### config.mk
export PLATFORM = sky130hd
export DESIGN_NAME = object_renderer
export DESIGN_NICKNAME = d
export VERILOG_FILES = /design/src/rtl/object_renderer.sv
export SDC_FILE = /design/constraint.sdc
export NUM_CORES = 1
export LEC_CHECK = 0
export CORE_MARGIN = 4
export CORE_UTILIZATION = 50
export CTS_CLUSTER_SIZE = 14
export DETAILED_ROUTE_END_ITERATION = 10
export DONT_BUFFER_PORTS = 1
export PLACE_DENSITY = 0.61
export SKIP_LAST_GASP = 1
export SYNTH_ARGS = -nofsm -noshare
export SYNTH_HDL_FRONTEND = slang
export SYNTH_SLANG_ARGS = --single-unit
### constraint.sdc
create_clock -name clk -period 9.16 [get_ports clk]
set_clock_uncertainty 0.2 [all_clocks]
set_input_delay 1.832 -clock clk [delete_from_list [all_inputs] [get_ports clk]]
set_output_delay 1.832 -clock clk [all_outputs]
set_load 0.01 [all_outputs]
### src/rtl/object_renderer.sv
// Draw-command responder: erases an object's previous rectangle, draws the new
// one, streams registered pixels to the VGA adapter, then pulses done.
module object_renderer #(
  parameter int         SCREEN_W  = 160,
  parameter int         SCREEN_H  = 120,
  parameter logic [2:0] BG_COLOUR = 3'b000
) (
  input  logic       clk,
  input  logic       resetn,
  input  logic       start,
  input  logic [3:0] obj_id,
  input  logic [7:0] obj_x,
  input  logic [6:0] obj_y,
  input  logic [7:0] obj_w,
  input  logic [6:0] obj_h,
  input  logic [2:0] obj_colour,
  output logic       busy,
  output logic       done,
  output logic [7:0] vga_x,
  output logic [6:0] vga_y,
  output logic [2:0] vga_colour,
  output logic       vga_plot
);

  typedef enum logic [2:0] {
    S_IDLE, S_LOAD, S_ERASE, S_DRAW, S_DONE
  } state_t;

  state_t     r_state, w_nstate;
  logic [7:0] r_cx, w_ncx;
  logic [6:0] r_cy, w_ncy;

  logic [3:0] r_id;
  logic [7:0] r_x, r_w;
  logic [6:0] r_y, r_h;
  logic [2:0] r_col;

  logic [15:0] r_tv;
  logic [7:0]  r_tx [16];
  logic [6:0]  r_ty [16];
  logic [7:0]  r_tw [16];
  logic [6:0]  r_th [16];

  logic [7:0] w_ox, w_ow, w_bx;
  logic [6:0] w_oy, w_oh, w_by;
  logic       w_old_ok, w_new_ok, w_act;
  logic [8:0] w_sx;
  logic [7:0] w_sy;

  // The entry for the active id is stable until DONE, so erase reads it live.
  assign w_ox     = r_tx[r_id];
  assign w_oy     = r_ty[r_id];
  assign w_ow     = r_tw[r_id];
  assign w_oh     = r_th[r_id];
  assign w_old_ok = r_tv[r_id] && (w_ow != 8'd0) && (w_oh != 7'd0);
  assign w_new_ok = (r_w != 8'd0) && (r_h != 7'd0);

  always_comb begin
    w_nstate = r_state;
    w_ncx    = r_cx;
    w_ncy    = r_cy;
    case (r_state)
      S_IDLE: if (start) w_nstate = S_LOAD;
      S_LOAD: begin
        w_ncx = 8'd0;
        w_ncy = 7'd0;
        if (w_old_ok)      w_nstate = S_ERASE;
        else if (w_new_ok) w_nstate = S_DRAW;
        else               w_nstate = S_DONE;
      end
      S_ERASE: begin
        if (r_cx == w_ow - 8'd1) begin
          w_ncx = 8'd0;
          if (r_cy == w_oh - 7'd1) begin
            w_ncy    = 7'd0;
            w_nstate = w_new_ok ? S_DRAW : S_DONE;
          end else begin
            w_ncy = r_cy + 7'd1;
          end
        end else begin
          w_ncx = r_cx + 8'd1;
        end
      end
      S_DRAW: begin
        if (r_cx == r_w - 8'd1) begin
          w_ncx = 8'd0;
          if (r_cy == r_h - 7'd1) begin
            w_ncy    = 7'd0;
            w_nstate = S_DONE;
          end else begin
            w_ncy = r_cy + 7'd1;
          end
        end else begin
          w_ncx = r_cx + 8'd1;
        end
      end
      S_DONE:  w_nstate = S_IDLE;
      default: w_nstate = S_IDLE;
    endcase
  end

  // Pixel registers follow the next count so they line up with the state.
  assign w_act = (w_nstate == S_ERASE) || (w_nstate == S_DRAW);
  assign w_bx  = (w_nstate == S_ERASE) ? w_ox : r_x;
  assign w_by  = (w_nstate == S_ERASE) ? w_oy : r_y;
  assign w_sx  = {1'b0, w_bx} + {1'b0, w_ncx};
  assign w_sy  = {1'b0, w_by} + {1'b0, w_ncy};

  always_ff @(posedge clk or negedge resetn) begin
    if (!resetn) begin
      r_state    <= S_IDLE;
      r_cx       <= 8'd0;
      r_cy       <= 7'd0;
      r_id       <= 4'd0;
      r_x        <= 8'd0;
      r_y        <= 7'd0;
      r_w        <= 8'd0;
      r_h        <= 7'd0;
      r_col      <= 3'd0;
      r_tv       <= 16'd0;
      busy       <= 1'b0;
      done       <= 1'b0;
      vga_x      <= 8'd0;
      vga_y      <= 7'd0;
      vga_colour <= 3'd0;
      vga_plot   <= 1'b0;
    end else begin
      r_state    <= w_nstate;
      r_cx       <= w_ncx;
      r_cy       <= w_ncy;
      busy       <= (w_nstate != S_IDLE);
      done       <= (w_nstate == S_DONE);
      vga_plot   <= w_act && (w_sx < 9'(SCREEN_W))
                          && (w_sy < 8'(SCREEN_H));
      vga_x      <= w_act ? w_sx[7:0] : 8'd0;
      vga_y      <= w_act ? w_sy[6:0] : 7'd0;
      vga_colour <= (w_nstate == S_ERASE) ? BG_COLOUR :
                    (w_nstate == S_DRAW)  ? r_col : 3'd0;
      if (r_state == S_IDLE && start) begin
        r_id  <= obj_id;
        r_x   <= obj_x;
        r_y   <= obj_y;
        r_w   <= obj_w;
        r_h   <= obj_h;
        r_col <= obj_colour;
      end
      if (r_state == S_DONE) r_tv[r_id] <= 1'b1;
    end
  end

  always_ff @(posedge clk) begin
    if (r_state == S_DONE) begin
      r_tx[r_id] <= r_x;
      r_ty[r_id] <= r_y;
      r_tw[r_id] <= r_w;
      r_th[r_id] <= r_h;
    end
  end

endmodule

==> results of run 1 <==
-- cell usage after synthesis, types with 5 or more instances --
master,number,area (µm²)
buf_1,10,37.54
xor2_1,12,105.1
a22o_1,10,87.58
a21o_1,8,60.06
o31ai_1,10,75.07
and3_1,10,62.56
dfrtp_1,92,2302
a22oi_1,9,67.56
edfxtp_1,480,14410
buf_2,17,85.08
nand3_1,25,125.1
or2_2,21,131.4
mux2_4,10,150.1
mux4_2,125,2815
mux2_2,48,540.5
nand2_1,38,142.6
a21oi_1,21,105.1
mux2i_1,21,210.2
inv_1,22,82.58
nor3_1,17,85.08
nand2b_1,14,87.58
nor2_1,45,168.9
and2_1,20,125.1
o21ai_0,29,145.1
ha_1,23,287.8
nand4_1,5,31.28
o21a_1,6,45.04
nor2b_1,18,112.6
xnor2_1,29,254.0
a211oi_1,8,60.06
clkbuf_1,24,90.09
-- worst max-delay path: cells and delay by family (launching register included) --
family / cells / cell delay [ns]
multiplexers: 2 / 0.89
adder cells (fa/ha/maj): 2 / 0.64
AO/OA/AOI/OAI: 10 / 2.76
flip-flops: 1 / 1.01
buffers and inverters: 2 / 0.51
AND/OR/NAND/NOR: 6 / 1.33
-- power by group through the flow --
stage / clock, mW / sequential [mW] / combinational, mW
CTS: 2.31 / 3.92 / 2.86
global route: 2.42 / 3.97 / 3.09
global placement: 0 / 3.94 / 2.82
detailed placement: 0 / 3.97 / 2.85
floorplan: 0 / 3.60 / 2.32
finish: 2.26 / 3.91 / 2.85
-- state kept, by name, indices dropped and copies added, names as in the netlist --
register,flops
r_cy,7
r_th,112
busy,1
done,1
r_id,4
r_tw,128
r_y,7
vga_plot,1
r_state,3
r_tv,16
r_tx,128
vga_colour,3
vga_y,7
r_h,7
r_cx,8
vga_x,8
r_col,3
r_x,8
r_ty,112
r_w,8
-- final cells by class --
cell class	count	area [µm²]
sequential	572	16730
timing repair buffer	28	222.7
multi-input combinational	662	7020
tap	615	769.5
fill	3612	20990
clock inverter	23	172.7
inverter	23	86.33
clock buffer	85	1654
-- through the flow --
| stage | std cells | worst slack (ns) | utilization | power, mW | hold WS (ns) |
|---|---|---|---|---|---|
| 3_3_place_gp | 1900 | 1.811 | 0.5211 | 6.766 | 0.2463 |
| 6_report | 2008 | 1.628 | 0.5594 | 9.023 | 0.2636 |
| 5_1_grt | 2008 | 1.238 | 0.5594 | 9.476 | 0.2731 |
| 2_1_floorplan | 1316 | 3.006 | - | 5.913 | 0.2337 |
| 3_5_place_dp | 1900 | 1.673 | 0.5211 | 6.820 | 0.2492 |
| 4_1_cts | 2008 | 1.654 | 0.5594 | 9.088 | 0.2648 |
-- kinds of logic after synthesis --
family / Yosys count
muxes: 208
buffers and inverters: 82
AOI/OAI and AO/OA: 146
adders and majority gates: 25
xor gates and xnor gates: 41
DFF: 572
and+or+nand+nor: 242
-- final timing paths --
path                                startpoint                   to  slack [ns]  cells after the start
min                        r_tv[2]$_DFFE_PN0P_  r_tv[2]$_DFFE_PN0P_        0.26                      1
max                        r_id[1]$_DFFE_PN0P_   vga_plot$_DFF_PN0_        1.63                     22
max in group asynchronous               resetn  r_id[1]$_DFFE_PN0P_        7.79                      0
max reg2reg                r_id[1]$_DFFE_PN0P_   vga_plot$_DFF_PN0_        1.63                     22
min reg2reg                r_tv[2]$_DFFE_PN0P_  r_tv[2]$_DFFE_PN0P_        0.26                      1
min in group asynchronous               resetn   r_y[2]$_DFFE_PN0P_        0.71                      0
-- per-layer routing --
layer	GRT usage	part of all wire	vias up
met4	0.06344	0.025	2
met2	0.3617	0.47	427
met5	0	0.00022	-
met3	0.03224	0.058	93
met1	0.3451	0.45	6642
li1	-	-	5343
==> metrics.txt, run 1 <==
Setup CP Type reg2reg; sequential power share 0.433; root buffer cell clkbuf_16; crit-path cells buf_12 -> mux4_2 -> nor2b_1 -> o31ai_1 -> inv_1 -> nand2_1 -> or4_4 -> a2111oi_4 -> nor3b_2 -> a32oi_2 -> o211ai_4 -> mux2_4 -> ha_1 -> fa_1 -> a21o_1 -> a21oi_1 -> nor2b_1 -> o21a_1 -> o21a_1 -> o21a_1 -> a2111oi_0 -> and4_1; GPL Wtd Cong around 0.91; Final Instance Area between 0.02 and 0.03 mm²; DP HPWL 34150 µm; Worst-Skew Late Latency roughly 0.62 ns; Worst-path clk slew ~0.06 ns; Largest stage delay, worst path a little over 1 ns; RSZ-0062 raised after global routing false; Primary FF master, synth edfxtp_1; Core ar. about 0.048 mm²; Gate power share 0.316; Worst-Margin Slew approximately 0.95 ns; Mean Syn Cell Area approximately 18 µm²; ratio of cells with drive above 1 in the final layout 0.2548; ys async rst share 0.1608; DRC 0; post-synthesis mux area share 0.1592; clock power share 0.251; fin. max-slew vios 0; routed via count 12510; switching pwr roughly 3.1 mW; outcome finished, final reports clean; Resize count post-CTS 0; CTS Hold Bufs 0; # clock sinks roughly 570; post-synthesis sequential area ratio 0.6963; Fmax around 130 MHz; internal power ~6.0 mW; drt via density ~6.2; Final Hold Viols 0; Adder-Cell Fraction of Synth Area 0.01366; Period Utilization, post-route 0.8222; IO Pins between 60 and 70; P per Cell Area between 300 and 400 mW/mm²; flops & latches, synth between 500 and 600; Mapped Area 0.02401 mm²; CP arrival about 7.9 ns; setup bufs post-CTS 0; DR iter-0 viols between 1000 and 1500; Initial Util 0.5039; Num CTS Buffers 57; antenna cells 0; Crit. End Element flip-flop; die extent in x 227.1 µm; xor and xnor area share after synthesis 0.01496; gr usage total 0.2303; largest vdd supply drop 0.2915 mV; max_cap viols 0; pin count of the biggest net entering global routing 93; first-pass GRT wire length roughly 86000 µm; Max Root-Sink Buffers 3; Critical Path RT approximately 9.5 ns; number of synthesized flops with an enable pin 480; drt pass-1 iters 5; final wirelength 58630 µm; commonest non-fill, non-tap cell in the layout edfxtp_1; Buffers on Ports 0; Max FO, Critical Path 53; NumNets Final 1409; compound-gate portion of the synthesized area 0.04493; Post-Synth Simple-Gate Area 0.05467; max_slew headroom 0.3691; Area growth syn-to-layout 11.03%; post-route ant nets 0; min-delay worst type reg2reg; most used cell, CP o21a_1; Row Count 80; Post-Synthesis Cells 1316; crit start category flip-flop; yosys warns 0; H-tree levels 2; Sw Ratio 0.3382; Tmin final between 7 and 8 ns; Leak Pwr between 9 and 10 nW; Die ar. around 0.052 mm²; grt total ovfl 0; initial antenna violation count 2; commonest non-fill, non-tap cells in the layout 480 x edfxtp_1, 125 x mux4_2, 88 x dfrtp_1, 59 x clkbuf_16, 48 x mux2_2; die height around 230 µm; drt wl/cell about 29 µm; library cells used by synthesis 75; vias in the first global route 12530; Setup TNS 0 ns; Synthesized Nets ~1400; final setup fails 0; CTS tree built; largest family of logic cells by synthesized area multiplexers; cell area after placement 0.02483 mm²; CP max stage cell dfrtp_4
Note: power is estimated with default switching activity, not from simulation.
==> run 2, diff against run 1 <==
--- a/config.mk
+++ b/config.mk
@@ -5,6 +5,7 @@
 export SDC_FILE = /design/constraint.sdc
 export NUM_CORES = 1
 export LEC_CHECK = 0
+export ABC_AREA = 1
 export CORE_MARGIN = 4
 export CORE_UTILIZATION = 50
 export CTS_CLUSTER_SIZE = 14
==> constraint.sdc (replaced) <==
create_clock -name clk -period 7 [get_ports clk]
set_clock_uncertainty 0.2 [all_clocks]
set_input_delay 1.4 -clock clk [delete_from_list [all_inputs] [get_ports clk]]
set_output_delay 1.4 -clock clk [all_outputs]
set_load 0.01 [all_outputs]
==> metrics.txt, run 2 <==
die height 228.0 µm (was 227.1 µm); Buffers on Ports 0 (unchanged); WHS Path Cells 2 (was 1); drt pass-1 iters 5 (unchanged); most used cell, CP nand2_1 (was o21a_1); Fill cells 3909 (was 3612); Initial Util 0.5068 (was 0.5039); largest registers r_tw x128, r_tx x128 (unchanged); # clock sinks 572 (unchanged); vias in the first global route 15470 (was 12530); crit start category flip-flop (unchanged); Setup TNS 0 ns (unchanged); CTS Hold Bufs 0 (unchanged); Mean Syn Cell Area 11.47 µm² (was 18.24 µm²); drt wl/cell 23.21 µm (was 29.20 µm); Core ar. 0.04775 mm² (was 0.04765 mm²); number of synthesized flops with an enable pin 480 (unchanged); top cells by area, synth edfxtp_1 60%, nand2_1 10%, dfrtp_1 9.5% (was edfxtp_1 60%, mux4_2 12%, dfrtp_1 9.6%); RSZ-0062 raised after global routing false (unchanged); Synth area leader edfxtp_1 (unchanged); worst hold start r_tv[2]$_DFFE_PN0P_ (unchanged); Overall Power 6.616 mW (was 9.023 mW); Tmin final 6.149 ns (was 7.532 ns); Mapped Area 0.02420 mm² (was 0.02401 mm²); root buffer cell clkbuf_16 (unchanged); Leak Pwr 9.750 nW (was 9.065 nW); Yosys top cell area share 0.5957 (was 0.6004); largest vdd supply drop 0.2075 mV (was 0.2915 mV); drt via density 5.736 (was 6.229); DP HPWL 38020 µm (was 34150 µm); IO Pins 61 (unchanged); switching pwr 1.267 mW (was 3.052 mW); R2R cell count 31 (was 22); max_cap viols 0 (unchanged); Post-Synthesis Cells 2110 (was 1316); Crit. End Element flip-flop (unchanged); max_slew headroom 0.3115 (was 0.3691); min-delay worst type reg2reg (unchanged); Max FO, Critical Path 124 (was 53); internal power 5.349 mW (was 5.971 mW); Global Route met1 Usage 0.3380 (was 0.3451); DRC 0 (unchanged); routed via count 15910 (was 12510); yosys warns 0 (unchanged); Max Root-Sink Buffers 3 (unchanged); antenna cells 0 (unchanged); commonest non-fill, non-tap cell in the layout nand2_1 (was edfxtp_1); Period Utilization, post-route 0.8784 (was 0.8222); gr busiest metal met2 (unchanged); Resize count post-CTS 0 (unchanged); fin. max-slew vios 0 (unchanged); Fmax 162.6 MHz (was 132.8 MHz); post-synthesis sequential area ratio 0.6908 (was 0.6963); CP max stage cell nor2_2 (was dfrtp_4); Worst-Margin Slew 1.033 ns (was 0.9463 ns); Gate power share 0 (was 0.316); CTS tree built (unchanged); Final Hold Viols 0 (unchanged); final wirelength 64370 µm (was 58630 µm); outcome finished, final reports clean (unchanged); Largest stage delay, worst path 0.83 ns (was 1.01 ns); Worst-Skew Late Latency 0.62 ns (about the same); gr usage total 0.2458 (was 0.2303); first-pass GRT wire length 97360 µm (was 85910 µm); CP arrival 6.49 ns (was 7.87 ns); final setup fails 0 (unchanged); grt total ovfl 0 (unchanged); synth cell count leaders 658 x nand2_1, 480 x edfxtp_1, 156 x nor2_1, 101 x nor3_1, 92 x dfrtp_1 (was 480 x edfxtp_1, 125 x mux4_2, 92 x dfrtp_1, 48 x mux2_2, 45 x nor2_1); M3 GR Usage 0.03792 (was 0.03224); H-tree levels 2 (unchanged); top-count cell post-synth nand2_1 (was edfxtp_1); die extent in x 228.0 µm (was 227.1 µm); met2 Use GR 0.4095 (was 0.3617); post-route ant nets 0 (unchanged); Die ar. 0.05198 mm² (was 0.05158 mm²); Primary FF master, synth edfxtp_1 (unchanged); Setup CP Type reg2reg (unchanged); Synthesized Nets 2175 (was 1381); setup bufs post-CTS 0 (unchanged); sequential power share 0.551 (was 0.433); ys async rst share 0.1608 (unchanged); Sw Ratio 0.1916 (was 0.3382); FF-to-FF setup slack 0.85 ns (was 1.63 ns); initial antenna violation count 0 (was 2); family with the most delay on the worst path simple AND/OR/NAND/NOR gates (was compound AO/OA/AOI/OAI gates); clock power share 0.449 (was 0.251); buffer and inverter count on the worst path 3 (was 2); flops & latches, synth 572 (unchanged); P per Cell Area 247.2 mW/mm² (was 338.5 mW/mm²); commonest non-fill, non-tap cells in the layout 657 x nand2_1, 480 x edfxtp_1, 138 x nor2_1, 101 x nor3_1, 90 x dfrtp_1 (was 480 x edfxtp_1, 125 x mux4_2, 88 x dfrtp_1, 59 x clkbuf_16, 48 x mux2_2); Hold Path End r_tv[2]$_DFFE_PN0P_ (unchanged); ratio of cells with drive above 1 in the final layout 0.09824 (was 0.2548); GPL Wtd Cong 0.9236 (was 0.9054); pin count of the biggest net entering global routing 125 (was 93); Num CTS Buffers 56 (was 57); library cells used by synthesis 39 (was 75); Row Count 80 (unchanged); Critical Path RT 7.34 ns (was 9.50 ns); NumNets Final 2176 (was 1409); Area growth syn-to-layout 10.59% (was 11.03%); Worst-path clk slew 0.06 ns (about the same); RR Endpoint vga_plot$_DFF_PN0_ (unchanged); DR iter-0 viols 1702 (was 1283); Worst setup startpoint r_id[0]$_DFFE_PN0P_ (was r_id[1]$_DFFE_PN0P_); Crit Reg-Reg Startpoint r_id[0]$_DFFE_PN0P_ (was r_id[1]$_DFFE_PN0P_)
## run 2: changes by cell type after synthesis, sizes merged, moves of 20 or more
cell / change
buf: +21
nor2: +128
nor3: +83
nand3: +52
mux2: -35
inv: +65
xor2: +21
o221ai: +35
o21ai: +32
o22ai: +42
xnor2: -20
mux4: -129
mux2i: -21
nand2: +622
## run 2: worst min-delay path: stages, from the launching register on
cell and delay [ns]:
dfrtp_1 0.32, inv_1 0.05, o21ai_0 0.06
## run 2: worst max path at each step
stage,slack [ns],to,cells after the start
floorplan,2.37,vga_plot$_DFF_PN0_,35
detailed placement,0.95,vga_plot$_DFF_PN0_,30
CTS,0.96,vga_plot$_DFF_PN0_,30
global route,0.35,vga_plot$_DFF_PN0_,29
finish,0.85,vga_plot$_DFF_PN0_,31
global placement,1.15,vga_plot$_DFF_PN0_,31
## run 2: final cells by class
cell class | count | area [µm²] | area share
inverters | 90 | 340.3 | 0.01272
multi-input cells | 1352 | 6794 | 0.2539
well taps | 615 | 769.5 | 0.02875
flip-flops and latches | 572 | 16720 | 0.6249
clock inverters | 23 | 177.7 | 0.006639
repair buffers | 39 | 305.3 | 0.01141
clock buffers | 82 | 1650 | 0.06167
## run 2: per-stage QoR
step / instances / setup slack [ns] / hold WS [ns] / area, µm² / util
2_1_floorplan: 2110 / 2.370 / 0.2274 / 24200 / -
6_report: 2773 / 0.8511 / 0.2610 / 26760 / 0.5605
4_1_cts: 2773 / 0.9615 / 0.2465 / 26760 / 0.5605
3_3_place_gp: 2668 / 1.149 / 0.2393 / 24930 / 0.5222
5_1_grt: 2773 / 0.3462 / 0.2530 / 26760 / 0.5605
3_5_place_dp: 2668 / 0.9500 / 0.2441 / 24930 / 0.5222
## run 2: power by group through the flow
stage	Sequential (mW)	Clock, mW	Combinational, mW
detailed placement	3.72	0	0.000190
floorplan	3.72	0	0.000191
global route	3.64	3.17	0.000190
finish	3.64	2.97	0.000190
CTS	3.64	3.02	0.000190
global placement	3.72	0	0.000190
## run 2: logic make-up after synthesis
| group | count (synthesis) | synth area share |
|---|---|---|
| AO/OA/AOI/OAI | 215 | 0.05734 |
| XOR/XNOR | 42 | 0.01520 |
| adder cells (fa/ha/maj) | 25 | 0.01355 |
| buffers and inverters | 186 | 0.03392 |
| flip-flops | 572 | 0.6908 |
| multiplexers | 23 | 0.01070 |
| AND/OR/NAND/NOR | 1047 | 0.1785 |
## run 2: layer usage
layer	vias up	wire, µm
met5	-	0
met4	0	1843
met3	111	4033
met2	599	31430
met1	7840	27070
li1	7357	-
==> run 3, diff against run 2 <==
--- a/config.mk
+++ b/config.mk
@@ -8,10 +8,12 @@
 export ABC_AREA = 1
 export CORE_MARGIN = 4
 export CORE_UTILIZATION = 50
+export CTS_CLUSTER_DIAMETER = 40
 export CTS_CLUSTER_SIZE = 14
 export DETAILED_ROUTE_END_ITERATION = 10
 export DONT_BUFFER_PORTS = 1
 export PLACE_DENSITY = 0.61
+export REMOVE_ABC_BUFFERS = 1
 export SKIP_LAST_GASP = 1
 export SYNTH_ARGS = -nofsm -noshare
 export SYNTH_HDL_FRONTEND = slang
==> metrics.txt, run 3 (synthesis gave the netlist of run 2 again) <==
drt wl/cell 23.35 µm (was 23.21 µm); largest registers r_tw x128, r_tx x128 (unchanged); Core ar. 0.04775 mm² (unchanged); Setup CP Type reg2reg (unchanged); Resize count post-CTS 0 (unchanged); routed via count 15940 (was 15910); CP arrival 6.57 ns (was 6.49 ns); dpl ws 0.8381 ns (was 0.9500 ns); antenna cells 0 (unchanged); Initial Util 0.5068 (unchanged); Num CTS Buffers 84 (was 56); Tmin final 6.254 ns (was 6.149 ns); Worst-Skew Late Latency 0.61 ns (was 0.62 ns); # clock sinks 572 (unchanged); Worst-path clk slew 0.06 ns (about the same); commonest non-fill, non-tap cell in the layout nand2_1 (unchanged); FF/Latch Area 0.01672 mm² (unchanged); initial antenna violation count 0 (unchanged); Leak Pwr 10.31 nW (was 9.750 nW); grt total ovfl 0 (unchanged); Area growth syn-to-layout 15.28% (was 10.59%); Worst-Margin Slew 1.096 ns (was 1.033 ns); Worst Hold Margin 0.2611 ns (was 0.2610 ns); final setup fails 0 (unchanged); DP HPWL 38130 µm (was 38020 µm); DR iter-0 viols 1440 (was 1702); family with the most delay on the worst path simple AND/OR/NAND/NOR gates (unchanged); max_cap viols 0 (unchanged); RSZ-0062 raised after global routing false (unchanged); sequential power share 0.459 (was 0.551); final std cells w/o fill 2825 (was 2773); min-delay worst type reg2reg (unchanged); most used cell, CP nand2_1 (unchanged); final wirelength 65950 µm (was 64370 µm); post-route ant nets 0 (unchanged); crit start category flip-flop (unchanged); dpl cells 2671 (was 2668); fin. max-slew vios 0 (unchanged); Final Hold Viols 0 (unchanged); first-pass GRT wire length 98570 µm (was 97360 µm); Final Instance Area 0.02790 mm² (was 0.02676 mm²); max_slew headroom 0.2678 (was 0.3115); buffer and inverter count on the worst path 2 (was 3); internal power 6.365 mW (was 5.349 mW); DRC 0 (unchanged); drt pass-1 iters 5 (unchanged); die extent in x 228.0 µm (unchanged); pin count of the biggest net entering global routing 93 (was 125); vias in the first global route 15730 (was 15470); clock power share 0.541 (was 0.449); IO Pins 61 (unchanged); Setup TNS 0 ns (unchanged); setup bufs post-CTS 0 (unchanged); CP max stage cell dfrtp_4 (was nor2_2); commonest non-fill, non-tap cells in the layout 657 x nand2_1, 480 x edfxtp_1, 138 x nor2_1, 101 x nor3_1, 90 x dfrtp_1 (unchanged); P per Cell Area 285.1 mW/mm² (was 247.2 mW/mm²); Period Utilization, post-route 0.8935 (was 0.8784); Max Root-Sink Buffers 3 (unchanged); outcome finished, final reports clean (unchanged); drt via density 5.641 (was 5.736); Setup WS post-layout 0.7458 ns (was 0.8511 ns); die height 228.0 µm (unchanged); CTS tree built (unchanged); Multi-input gate area 0.006807 mm² (was 0.006794 mm²); Max FO, Critical Path 43 (was 124); H-tree levels 3 (was 2); largest vdd supply drop 0.2927 mV (was 0.2075 mV); Crit. End Element flip-flop (unchanged); switching pwr 1.587 mW (was 1.267 mW); Buffers on Ports 0 (unchanged); root buffer cell clkbuf_16 (unchanged); Fill cells 3897 (was 3909); Fmax 159.9 MHz (was 162.6 MHz); cell area after placement 0.02498 mm² (was 0.02493 mm²); Critical Path RT 7.32 ns (was 7.34 ns); Sw Ratio 0.1996 (was 0.1916); Die ar. 0.05198 mm² (unchanged); GPL Wtd Cong 0.8964 (was 0.9236); Overall Power 7.952 mW (was 6.616 mW); CTS Hold Bufs 0 (unchanged); post-layout util 0.5843 (was 0.5605); Gate power share 0 (about the same); ratio of cells with drive above 1 in the final layout 0.1249 (was 0.09824); Largest stage delay, worst path 0.75 ns (was 0.83 ns); NumNets Final 2207 (was 2176); gr usage total 0.2513 (was 0.2458); Row Count 80 (unchanged)
[run 3: changes by cell type in the layout (fill, tap and decap cells not counted), moves of 2 or more]
| cell | change |
|---|---|
| clkbuf_16 | +29 |
| inv_6 | +11 |
| bufinv_16 | +8 |
| clkbuf_1 | -7 |
| clkbuf_8 | -7 |
| clkinv_4 | +7 |
| clkinv_1 | -5 |
| inv_8 | +5 |
| clkinv_2 | +3 |
| inv_4 | +3 |
| buf_4 | +2 |
| clkinvlp_4 | +2 |
[run 3: worst reg2reg max path: cells and delay by family (launching register included)]
family / cells / cell delay [ns]
adder cells (fa/ha/maj): 3 / 0.91
AND/OR/NAND/NOR: 19 / 2.55
AO/OA/AOI/OAI: 7 / 1.30
buffers and inverters: 2 / 0.45
flip-flops: 1 / 0.75
[run 3: cell type report]
| type | count | area share |
|---|---|---|
| flip-flops and latches | 572 | 0.5995 |
| multi-input cells | 1352 | 0.2440 |
| clock buffers | 97 | 0.08078 |
| well taps | 615 | 0.02758 |
| clock inverters | 57 | 0.02373 |
| repair buffers | 42 | 0.01220 |
| inverters | 90 | 0.01220 |
[run 3: power by group through the flow]
stage	Sequential, mW	Combinational (mW)	Clock [mW]
3_5_place_dp	3.72	0.000191	0
2_1_floorplan	3.72	0.000190	0
4_1_cts	3.65	0.000191	4.36
3_3_place_gp	3.72	0.000191	0
6_report	3.65	0.000191	4.30
5_1_grt	3.64	0.000191	4.53
[run 3: metal layers]
metal,wire (µm),track usage,up-vias
met2,31250,0.4067,507
met1,28580,0.3475,7881
met4,1926,0.08993,0
met3,4205,0.04291,101
li1,-,-,7448
met5,0,0,-
[run 3: worst paths after layout]
path / startpoint / to / slack (ns) / depth (start not counted)
setup / recovery: r_id[0]$_DFFE_PN0P_ / vga_plot$_DFF_PN0_ / 0.75 / 31
hold / removal: r_tv[11]$_DFFE_PN0P_ / r_tv[11]$_DFFE_PN0P_ / 0.26 / 2
setup reg to reg: r_id[0]$_DFFE_PN0P_ / vga_plot$_DFF_PN0_ / 0.75 / 31
hold reg to reg: r_tv[11]$_DFFE_PN0P_ / r_tv[11]$_DFFE_PN0P_ / 0.26 / 2
max in group asynchronous: resetn / r_w[6]$_DFFE_PN0P_ / 6.12 / 0
min in group asynchronous: resetn / r_x[5]$_DFFE_PN0P_ / 0.28 / 0
